<file path="src/rtl/flex_cnt_pkg.sv">
// flex_cnt_pkg: shared types for the flex_down_counter block
package flex_cnt_pkg;

    typedef enum logic [1:0] {
        IDLE = 2'd0,
        RUN  = 2'd1,
        DONE = 2'd2
    } cnt_state_t;

endpackage

</file>
<file path="src/rtl/flex_down_counter.sv">
// flex_down_counter: loadable down counter with optional auto-reload and a terminal-count pulse
module flex_down_counter
    import flex_cnt_pkg::*;
#(
    parameter int NUM_CNT_BITS = 4
) (
    input  logic                    clk,
    input  logic                    rst,
    input  logic                    clear,
    input  logic                    load,
    input  logic [NUM_CNT_BITS-1:0] load_val,
    input  logic                    auto_reload,
    input  logic                    count_enable,
    output logic                    ready,
    output logic                    busy,
    output logic [NUM_CNT_BITS-1:0] count_out,
    output logic                    done_flag
);

    localparam logic [NUM_CNT_BITS-1:0] ONE = NUM_CNT_BITS'(1);

    cnt_state_t              state, state_n;
    logic [NUM_CNT_BITS-1:0] count_n, reload_val, reload_val_n;
    logic                    reload_mode, reload_mode_n, done_n;

    assign ready = (state != RUN);
    assign busy  = (state == RUN);

    always_ff @(posedge clk) begin
        if (rst) begin
            state       <= IDLE;
            count_out   <= '0;
            reload_val  <= '0;
            reload_mode <= 1'b0;
            done_flag   <= 1'b0;
        end else begin
            state       <= state_n;
            count_out   <= count_n;
            reload_val  <= reload_val_n;
            reload_mode <= reload_mode_n;
            done_flag   <= done_n;
        end
    end

    // done_n only rises on a terminal event, so done_flag is a single-cycle pulse
    always_comb begin
        state_n       = state;
        count_n       = count_out;
        reload_val_n  = reload_val;
        reload_mode_n = reload_mode;
        done_n        = 1'b0;
        if (clear) begin
            state_n       = IDLE;
            count_n       = '0;
            reload_val_n  = '0;
            reload_mode_n = 1'b0;
        end else if (load && ready) begin
            if (load_val == '0) begin
                state_n = DONE;
                count_n = '0;
                done_n  = 1'b1;
            end else begin
                state_n       = RUN;
                count_n       = load_val;
                reload_val_n  = load_val;
                reload_mode_n = auto_reload;
            end
        end else if (busy && count_enable) begin
            if (count_out > ONE) begin
                count_n = count_out - ONE;
            end else begin
                done_n  = 1'b1;
                count_n = reload_mode ? reload_val : '0;
                state_n = reload_mode ? RUN : DONE;
            end
        end
    end

endmodule

</file>
<file path="config.mk">
export PLATFORM = sky130hd
export DESIGN_NAME = flex_down_counter
export DESIGN_NICKNAME = d
export VERILOG_FILES = /design/src/rtl/flex_cnt_pkg.sv /design/src/rtl/flex_down_counter.sv
export SDC_FILE = /design/constraint.sdc
export NUM_CORES = 1
export LEC_CHECK = 0
export BUFFER_PORTS_ARGS = -buffer_cell sky130_fd_sc_hd__buf_4
export CAP_MARGIN = 25
export CORE_UTILIZATION = 44
export DETAILED_ROUTE_END_ITERATION = 16
export PLACE_DENSITY = 0.79
export SKIP_CTS_REPAIR_TIMING = 1
export SLEW_MARGIN = 0
export SYNTH_ARGS = -nofsm -noshare
export SYNTH_HDL_FRONTEND = slang
export SYNTH_SLANG_ARGS = --single-unit
</file>
<file path="constraint.sdc">
create_clock -name clk -period 1.6 [get_ports clk]
set_clock_uncertainty 0.1 [all_clocks]
set_input_delay 0.08 -clock clk [delete_from_list [all_inputs] [get_ports clk]]
set_output_delay 0.08 -clock clk [all_outputs]
set_load 0.005 [all_outputs]
</file>
==> reports/qor.yml <==
global_route:
  grt.total_usage: 0.216
  grt_overflow: 0
  grt_max_degree: 14
  grt_pass1_vias: 543
  antenna_found_initial: 0
  grt_pass1_wl_um: 2330
hold_path:
  hold_path_class: "primary input to register"
timing:
  rsz0062_at_grt: "true"
  tightest_slew_ns: 0.298
  setup_tns_ns: 0
  max_freq_mhz: 627
  relSlewSlack: 0.799
  finalSetupViolCount: 0
  hold_slack_ns: -0.0117
  hold_viol_final: 2
  finalCriticalPeriod_ns: 1.59
  period_share: 0.997
  drv_slew: 0
layout:
  n_antenna_cell: 0
  layout_common_cells: "buf_4, dfxtp_1, nand2_1"
  drive_gt1_frac: 0.480
  final_common_cell: "buf_4"
  area_growth_pct: 43.3
  fin_nets: 113
clock_tree:
  cts-root-buf: "clkbuf_4"
  cts_buffers: 3
  clk_pin_slew_ns: 0.08
  cts_tree: "yes"
  htree_num_levels: 1
  insertion_delay_ns: 0.27
  clk_path_buf_depth: 2
  clkSinkCount: 12
synthesis:
  syn_inst: 74
  synth_fp_nets: 86
  ys_seq_area_frac: 0.363
  synth.largest_area_cell: "dfxtp_1"
  yosysWarnings: 0
  synthDistinctLibCells: 34
  ys_seq_elements: 12
  synth_area_um2: 662
  syn_avg_cell_area_um2: 8.94
  synth_area_leaders: "dfxtp_1, a21oi_1, nand2_1, ha_1, buf_6"
  synth.top_cell.area_share: 0.363
power_and_ir_drop:
  powerDensity_nw_per_um2: 758
  p_clk_frac: 0.335
  p_leak_uw: 0.000396
  vdd_drop_max_mv: 0.427
  power_frac_comb: 0.220
  pwr-share-seq: 0.445
  switching_share: 0.259
  p_sw_uw: 186
  p_int_uw: 533
routing:
  drcViolationCount: 0
  firstDrtPassIters: 4
  wl_per_cell_um: 13.9
  ant_nets: 0
  drt_wl_total_um: 1600
  vias_per_cell: 5.73
  num_vias: 659
  drtIter0Drc: 7
run_status:
  failed_checks: "hold timing"
  status: "finished with violations"
floorplanning:
  die_area_um2: 1660
  start_util: 0.490
  coreArea_um2: 1350
  die_w_um: 40.8
  io_pins: 17
  die_h_um: 40.8
  fp-row-count: 13
worst_setup_path:
  worstSetupPathType: "register to register"
  crit_fanout: 4
  end_kind: "register"
  start_kind: "register"
  worstPathArrival_ns: 1.68
  critPathRequiredTime_ns: 1.69
placed_design:
  place_congestion: 0.788
  post-dp-hpwl_um: 1140
  port_buffers: 16
run:
  cap_violations: 0
## worst paths after layout
path                 startpoint             to  slack, ns  cells past startpoint
setup / recovery   count_out[1]   count_out[1]      0.005                      6
hold / removal      load_val[1]  reload_val[1]      -0.01                      3
setup reg to reg   count_out[1]   count_out[1]      0.005                      6
hold reg to reg   reload_val[2]  reload_val[2]       0.36                      2
## cells in the mapped netlist (all sizes together)
library cell  number
dfxtp             12
nand2              9
a21oi              7
inv                6
nor2               5
nor3               4
a22oi              2
and2               2
buf                2
ha                 2
mux2               2
mux2i              2
nand2b             2
a2111oi            1
a311o              1
a311oi             1
a31o               1
a32oi              1
clkbuf             1
nand3              1
nand3b             1
nand4              1
nor4               1
o211a              1
o22ai              1
o31ai              1
o32ai              1
o41a               1
or2                1
or2b               1
## cell type report
| type | count | area (um^2) |
|---|---|---|
| Fill cell | 109 | 402 |
| Clock buffer | 4 | 36.3 |
| Timing Repair Buffer | 25 | 190 |
| Multi-Input combinational cell | 53 | 428 |
| Inverter | 6 | 30.0 |
| Sequential cell | 12 | 245 |
| Tap cell | 15 | 18.8 |
## kinds of logic (layout without fill, tap and decap cells)
group / after synthesis / in the layout / synth area share
buf+inv: 9 / 35 / 0.0775
fa+ha+maj: 2 / 2 / 0.0378
flops: 12 / 12 / 0.363
simple gates: 28 / 28 / 0.229
compound gates: 19 / 19 / 0.229
mux: 4 / 4 / 0.0643
## power by group through the flow
| stage | logic, uW | registers [uW] | clock network, uW |
|---|---|---|---|
| floorplan | 77.1 | 325 | 0 |
| global placement | 129 | 325 | 0 |
| detailed placement | 133 | 325 | 0 |
| CTS | 133 | 318 | 251 |
| global route | 171 | 322 | 263 |
| finish | 158 | 320 | 240 |
## flip-flops by register name, indices dropped and copies added, names as in the netlist
| name | count |
|---|---|
| reload_val | 4 |
| done_flag | 1 |
| state | 2 |
| reload_mode | 1 |
| count_out | 4 |
## worst max-delay path, cell delays in order, from the launching register on
cell	delay (ns)
dfxtp_2	0.35
inv_4	0.08
ha_4	0.16
nor2_4	0.04
nor3_4	0.25
mux2_4	0.32
o31ai_1	0.21
## routing by layer
layer / vias to the layer above / wire length (um) / global-route usage / part of all wire
li1: 322 / - / - / -
met1: 317 / 687 / 0.233 / 0.43
met2: 20 / 831 / 0.402 / 0.52
met3: 0 / 79 / 0.0815 / 0.049
met4: 0 / 0 / 0.0250 / 0
met5: - / 0 / 0 / 0
## through the flow
stage / worst slack (ns) / util / area [um^2] / total power [uW] / std cells
final: 0.00538 / 0.703 / 948 / 718 / 115
after global routing: -0.0498 / 0.703 / 948 / 756 / 115
after CTS: -0.0522 / 0.634 / 856 / 703 / 112
after global placement: 0.0493 / 0.607 / 820 / 454 / 108
after floorplan: 0.00280 / - / 662 / 402 / 74
after detailed placement: -0.0292 / 0.607 / 820 / 458 / 108
No activity file was read; power rests on OpenSTA's default activity.
